--- src/rtl/dmem_arbiter.sv ---
// dmem_arbiter: two-port round-robin arbiter in front of the single-port
// data memory (r0 = CPU load/store, r1 = DMA/debug loader).
//
// Ports:
//   Clk, Reset            clock, asynchronous active-high reset
//   rN_req/we/lock        request, write enable, lock request
//   rN_addr/wdata         byte address, write data
//   rN_gnt                combinational grant (access happens this cycle)
//   rN_rvalid/rdata/err   registered response, one cycle after grant
//   Address/WriteData     memory address and write data
//   MemWrite/MemRead      memory strobes
//   ReadData              combinational memory read data
//
// Build option: define ARB_LOCK_EN to enable the lock FSM (IDLE/OWN0/OWN1)
// with an idle timeout of LOCK_TIMEOUT cycles. Without it, lock inputs are
// ignored and arbitration is pure round-robin.

module dmem_arbiter #(
    parameter int ADDR_W       = 32,
    parameter int DATA_W       = 32,
    parameter int MEM_WORDS    = 1024,
    parameter int LOCK_TIMEOUT = 16
) (
    input  logic              Clk,
    input  logic              Reset,
    input  logic              r0_req,
    input  logic              r0_we,
    input  logic              r0_lock,
    input  logic [ADDR_W-1:0] r0_addr,
    input  logic [DATA_W-1:0] r0_wdata,
    output logic              r0_gnt,
    output logic              r0_rvalid,
    output logic [DATA_W-1:0] r0_rdata,
    output logic              r0_err,
    input  logic              r1_req,
    input  logic              r1_we,
    input  logic              r1_lock,
    input  logic [ADDR_W-1:0] r1_addr,
    input  logic [DATA_W-1:0] r1_wdata,
    output logic              r1_gnt,
    output logic              r1_rvalid,
    output logic [DATA_W-1:0] r1_rdata,
    output logic              r1_err,
    output logic [ADDR_W-1:0] Address,
    output logic [DATA_W-1:0] WriteData,
    output logic              MemWrite,
    output logic              MemRead,
    input  logic [DATA_W-1:0] ReadData
);

    localparam logic [ADDR_W-1:0] WORD_LIMIT = ADDR_W'(MEM_WORDS);

    // Misaligned or word index past the end of memory.
    function automatic logic bad_addr(input logic [ADDR_W-1:0] a);
        return (a[1:0] != 2'b00) ||
               ({2'b00, a[ADDR_W-1:2]} >= WORD_LIMIT);
    endfunction

    logic              r0_bad;
    logic              r1_bad;
    logic              allow0;
    logic              allow1;
    logic              g0;
    logic              g1;

    logic              last_gnt_q;
    logic              last_gnt_d;
    logic              r0_rvalid_q, r0_rvalid_d;
    logic              r1_rvalid_q, r1_rvalid_d;
    logic              r0_err_q, r0_err_d;
    logic              r1_err_q, r1_err_d;
    logic [DATA_W-1:0] r0_rdata_q, r0_rdata_d;
    logic [DATA_W-1:0] r1_rdata_q, r1_rdata_d;

    assign r0_bad = bad_addr(r0_addr);
    assign r1_bad = bad_addr(r1_addr);

`ifdef ARB_LOCK_EN
    typedef enum logic [1:0] {
        IDLE,
        OWN0,
        OWN1
    } lock_e;

    localparam int CNT_W = $clog2(LOCK_TIMEOUT) + 1;
    localparam logic [CNT_W-1:0] CNT_LAST = CNT_W'(LOCK_TIMEOUT - 1);

    lock_e             lock_q;
    lock_e             lock_d;
    lock_e             lock_eff;
    logic [CNT_W-1:0]  cnt_q;
    logic [CNT_W-1:0]  cnt_d;
    logic              expired;

    // An owner idle for the full timeout releases the lock in the same
    // cycle, so the other requester can be granted right away.
    always_comb begin
        expired = 1'b0;
        unique case (lock_q)
            OWN0:    expired = !r0_req && (cnt_q == CNT_LAST);
            OWN1:    expired = !r1_req && (cnt_q == CNT_LAST);
            default: expired = 1'b0;
        endcase
        lock_eff = expired ? IDLE : lock_q;
        allow0   = (lock_eff != OWN1);
        allow1   = (lock_eff != OWN0);
    end

    always_comb begin
        lock_d = lock_eff;
        cnt_d  = cnt_q;
        unique case (lock_eff)
            OWN0: begin
                if (g0) begin
                    cnt_d = '0;
                    if (!r0_lock) lock_d = IDLE;
                end else if (!r0_req) begin
                    cnt_d = cnt_q + 1'b1;
                end
            end
            OWN1: begin
                if (g1) begin
                    cnt_d = '0;
                    if (!r1_lock) lock_d = IDLE;
                end else if (!r1_req) begin
                    cnt_d = cnt_q + 1'b1;
                end
            end
            default: begin
                cnt_d = '0;
                if (g0 && r0_lock) lock_d = OWN0;
                else if (g1 && r1_lock) lock_d = OWN1;
            end
        endcase
    end

    always_ff @(posedge Clk or posedge Reset) begin
        if (Reset) begin
            lock_q <= IDLE;
            cnt_q  <= '0;
        end else begin
            lock_q <= lock_d;
            cnt_q  <= cnt_d;
        end
    end
`else
    logic unused_lock;
    assign unused_lock = r0_lock ^ r1_lock;
    assign allow0 = 1'b1;
    assign allow1 = 1'b1;
`endif

    // Round-robin: on a conflict the requester that was not granted last
    // wins. Reset masks all grants so the memory lines go idle at once.
    always_comb begin
        logic q0;
        logic q1;
        q0 = r0_req && allow0 && !Reset;
        q1 = r1_req && allow1 && !Reset;
        g0 = 1'b0;
        g1 = 1'b0;
        if (q0 && q1) begin
            g0 = last_gnt_q;
            g1 = !last_gnt_q;
        end else begin
            g0 = q0;
            g1 = q1;
        end
    end

    assign r0_gnt = g0;
    assign r1_gnt = g1;

    always_comb begin
        Address   = '0;
        WriteData = '0;
        MemWrite  = 1'b0;
        MemRead   = 1'b0;
        if (g0) begin
            Address   = r0_addr;
            WriteData = r0_wdata;
            MemWrite  = r0_we && !r0_bad;
            MemRead   = !r0_we && !r0_bad;
        end else if (g1) begin
            Address   = r1_addr;
            WriteData = r1_wdata;
            MemWrite  = r1_we && !r1_bad;
            MemRead   = !r1_we && !r1_bad;
        end
    end

    // Responses: reads and rejected accesses produce rvalid; rdata holds
    // its value until the next response and is zero on a rejection.
    always_comb begin
        last_gnt_d  = last_gnt_q;
        if (g0) last_gnt_d = 1'b0;
        if (g1) last_gnt_d = 1'b1;

        r0_rvalid_d = g0 && (!r0_we || r0_bad);
        r0_err_d    = g0 && r0_bad;
        r0_rdata_d  = r0_rdata_q;
        if (g0 && r0_bad) r0_rdata_d = '0;
        else if (g0 && !r0_we) r0_rdata_d = ReadData;

        r1_rvalid_d = g1 && (!r1_we || r1_bad);
        r1_err_d    = g1 && r1_bad;
        r1_rdata_d  = r1_rdata_q;
        if (g1 && r1_bad) r1_rdata_d = '0;
        else if (g1 && !r1_we) r1_rdata_d = ReadData;
    end

    always_ff @(posedge Clk or posedge Reset) begin
        if (Reset) begin
            last_gnt_q  <= 1'b1;
            r0_rvalid_q <= 1'b0;
            r1_rvalid_q <= 1'b0;
            r0_err_q    <= 1'b0;
            r1_err_q    <= 1'b0;
            r0_rdata_q  <= '0;
            r1_rdata_q  <= '0;
        end else begin
            last_gnt_q  <= last_gnt_d;
            r0_rvalid_q <= r0_rvalid_d;
            r1_rvalid_q <= r1_rvalid_d;
            r0_err_q    <= r0_err_d;
            r1_err_q    <= r1_err_d;
            r0_rdata_q  <= r0_rdata_d;
            r1_rdata_q  <= r1_rdata_d;
        end
    end

    assign r0_rvalid = r0_rvalid_q;
    assign r1_rvalid = r1_rvalid_q;
    assign r0_err    = r0_err_q;
    assign r1_err    = r1_err_q;
    assign r0_rdata  = r0_rdata_q;
    assign r1_rdata  = r1_rdata_q;

endmodule

--- config.mk ---
export PLATFORM = sky130hd
export DESIGN_NAME = dmem_arbiter
export DESIGN_NICKNAME = d
export VERILOG_FILES = /design/src/rtl/dmem_arbiter.sv
export SDC_FILE = /design/constraint.sdc
export NUM_CORES = 1
export LEC_CHECK = 0
export CAP_MARGIN = 0
export CORE_AREA = 4 4 115 117
export CTS_CLUSTER_DIAMETER = 30
export DETAILED_ROUTE_END_ITERATION = 8
export DIE_AREA = 0 0 119 121
export PLACE_DENSITY_LB_ADDON = 0.25
export SETUP_SLACK_MARGIN = 0.15
export SLEW_MARGIN = 25
export SYNTH_ARGS = -nofsm -noshare
export SYNTH_HDL_FRONTEND = slang
export SYNTH_SLANG_ARGS = --single-unit
--- constraint.sdc ---
create_clock -name Clk -period 7.7 [get_ports Clk]
set_input_delay 1.155 -clock Clk [delete_from_list [all_inputs] [get_ports Clk]]
set_output_delay 1.155 -clock Clk [all_outputs]
set_load 0.02 [all_outputs]
==> flow_summary_export.csv <==
group,metric,value,unit
worst_hold_path,hp-start,"r1_rdata[20]",
flow_run,maxCapViolCount,0,
sta,finalMaxSlewViolations,0,
synthesis,syn_area,3400,um2
pwr,p_int,0.735,mW
clock_network,cts_buffers,9,
clock_network,clock_path_buffers,2,
die,die_area,14400,um2
global_route,track_usage,19.9,%
finish,multi_input_comb_area,1450,um2
sta,skew,4.79,ps
routing,wire_per_inst,20.3,um
worst_hold_path,min_to,"r1_rdata[20]",
pwr,cellPowerDensity,148,nW/um2
synthesis,synth-seq-cells,69,
finish,register_area,1730,um2
finish,nFillCells,1059,
setup_path,crit_arrival,3780,ps
clock_network,cts_num_sinks,69,
run_status,status,"complete, no violations",
sta,setup_tns,0,ps
clock_network,htreeDepth,3,
sta,tightestPinTransition,907,ps
finish,syn_to_final_growth,98.2,%
routing,dr_total_vias,3622,
setup_path,path_max_fanout,53,
sta,max_freq,203,MHz
global_route,grt_first_pass_wirelength,22.3,mm
finish,drive_gt1_share,7.68,%
place,port_buffers,301,
place,globalplace.congestion,0.857,
clock_network,hold_buffers,0,
setup_path,ff2ff_path_depth,6,
global_route,grt_pass1_vias,3897,
sta,period_minus_slack,4930,ps
global_route,grt_max_degree,70,
pwr,power_frac_seq,36.9,%
pwr,power_frac_comb,26.1,%
routing,initialDrtViolationCount,229,
setup_path,crit_type,"primary input to output port",
pwr,p_leak,2.81,nW
pwr,clkPwrFrac,37.1,%
setup_path,start_kind,"primary input",
clock_network,post_cts_buffers,0,
place,dp_slack,2770,ps
routing,first_pass_iters,4,
synthesis,synth.area.top_cells,"dfrtp_1, a22o_1, buf_6",
finish,fin_nets,724,
die,placementRows,41,
synthesis,ys.warnings.count,0,
setup_path,cp.required,6550,ps
synthesis,synthMuxAreaShare,0,%
setup_path,cp-end-kind,"output port",
global_route,grt_antenna_before_repair,0,
worst_hold_path,hold_path_class,"flip-flop to flip-flop",
pwr,totalPowerFinal,0.997,mW
sta,maxSlewHeadroom,39.4,%
routing,drt-total-wl,14.8,mm
worst_hold_path,hold_path_depth,1,
sta,setup_viol,0,
routing,routed_via_density,4.95,
clock_network,post_cts_resized,0,
finish,diodes,0,
synthesis,syn_inst,264,
setup_path,r2r-start,"last_gnt_q",
setup_path,regToRegSetupSlack,5310,ps
setup_path,r2r-end,"r0_rdata[31]",
die,initial_core_util,27.5,%
sta,fin_ws,2770,ps
die,die_w,119,um
synthesis,syn_area_per_cell,12.9,um2
global_route,globalRouteOverflowTotal,0,
synthesis,synth_simple_gate_area_share,7.64,%
synthesis,synth_top_area_share,50.0,%
place,dp_hpwl,11.3,mm
clock_network,cts.reportedPaths.clkPinSlew,50,ps
synthesis,synthAdderAreaFrac,0,%
die,ios,304,
synthesis,synth-seq-area-share,50.8,%
pwr,ir_drop,0.0802,mV
synthesis,synth_compound_area_share,35.0,%
clock_network,root_buffer,"clkbuf_16",
sta,hold_viol,0,
routing,drc_errors,0,
clock_network,insertion_delay,330,ps
synthesis,synth_xor_area_share,0,%
routing,ant_nets,0,
clock_network,cts_tree,"done",
die,core_area,12400,um2
sta,grt_setup_unrepaired,"false",
pwr,swShare,26.3,%
sta,period_share,64.0,%
synthesis,synth_top_family_by_area,"compound AO/OA/AOI/OAI gates",
synthesis,synth_largest_area_cell,"dfrtp_1",
sta,hold_slack,502,ps
die,die_h,121,um
synthesis,synth_fp_nets,432,
synthesis,netlist-cell-type-count,24,
pwr,p_switching,0.262,mW
==> synthesized netlist by cell type <==
cell type / instances
nor4_4: 3
nor2_1: 6
inv_1: 7
o21ai_0: 1
buf_2: 10
clkbuf_1: 1
nor3_1: 1
or2b_2: 1
nand4_2: 2
buf_1: 3
a32o_1: 1
or2_2: 1
nand2_1: 3
nor4_2: 7
o31ai_4: 2
nor4_1: 2
a22o_1: 125
dfrtp_1: 68
dfstp_2: 1
nand3_1: 1
a22o_2: 3
a21o_1: 1
buf_6: 12
nand2b_1: 2
==> flip-flops by register name, indices dropped and copies added, names as in the netlist <==
| name | flops |
|---|---|
| r0_rdata | 32 |
| r1_rdata | 32 |
| last_gnt_q | 1 |
| r0_err | 1 |
| r0_rvalid | 1 |
| r1_err | 1 |
| r1_rvalid | 1 |
==> layout make-up <==
cell class | count | area share [%]
Clock inverter | 4 | 0.371
Multi-Input combinational cell | 162 | 21.5
Sequential cell | 69 | 25.6
Timing Repair Buffer | 307 | 45.3
Clock buffer | 11 | 3.60
Tap cell | 172 | 3.19
Inverter | 7 | 0.426
==> cell usage in the layout, fill, tap and decap left out, types with 2 or more instances in the layout <==
master           count
a22o_1             125
a22o_2               3
buf_4                6
clkbuf_16            9
clkdlybuf4s50_1    301
clkinv_2             2
clkinvlp_4           2
dfrtp_1             68
inv_1                4
inv_2                2
nand2_1              3
nand2b_1             2
nand4_2              2
nor2_1               6
nor4_1               2
nor4_2               7
nor4_4               3
o31ai_4              2
==> metrics by stage <==
stage	instances	area [um2]	utilization [%]
after global placement	717	6480	52.4
after global routing	732	6750	54.6
after detailed placement	717	6480	52.4
after floorplan	264	3400	-
final	732	6750	54.6
after CTS	732	6750	54.6
==> critical path, stage by stage <==
cell	delay, ps
clkdlybuf4s50_1	420
or2b_2	160
nand3_1	160
inv_2	710
buf_4	340
a22o_1	140
clkdlybuf4s50_1	650
==> worst max path at each step <==
stage / from / end / slack, ps / cells after the start
2_1_floorplan: Reset / WriteData[22] / 2520 / 5
3_3_place_gp: Reset / MemWrite / 2760 / 6
3_5_place_dp: r1_req / Address[23] / 2770 / 7
4_1_cts: r1_req / Address[23] / 2770 / 7
5_1_grt: r1_req / Address[24] / 2610 / 7
6_report: r1_req / Address[23] / 2770 / 7
==> logic make-up after synthesis <==
family / Yosys count
and+or+nand+nor: 29
DFF: 69
buffers and inverters: 33
AOI/OAI and AO/OA: 133
==> layer usage <==
metal  GRT usage (%)  routed length [um]
met5               0                   0
met4            6.37                 278
met3            7.88                1430
met2            33.0                7300
met1            23.8                5810
==> power groups by stage <==
stage	Clock [mW]	Sequential [mW]	Combinational (mW)
3_3_place_gp	0	0.374	0.260
4_1_cts	0.379	0.367	0.263
2_1_floorplan	0	0.375	0.0983
3_5_place_dp	0	0.374	0.260
6_report	0.369	0.367	0.260
5_1_grt	0.397	0.368	0.276
(Power assumes the default switching activity.)
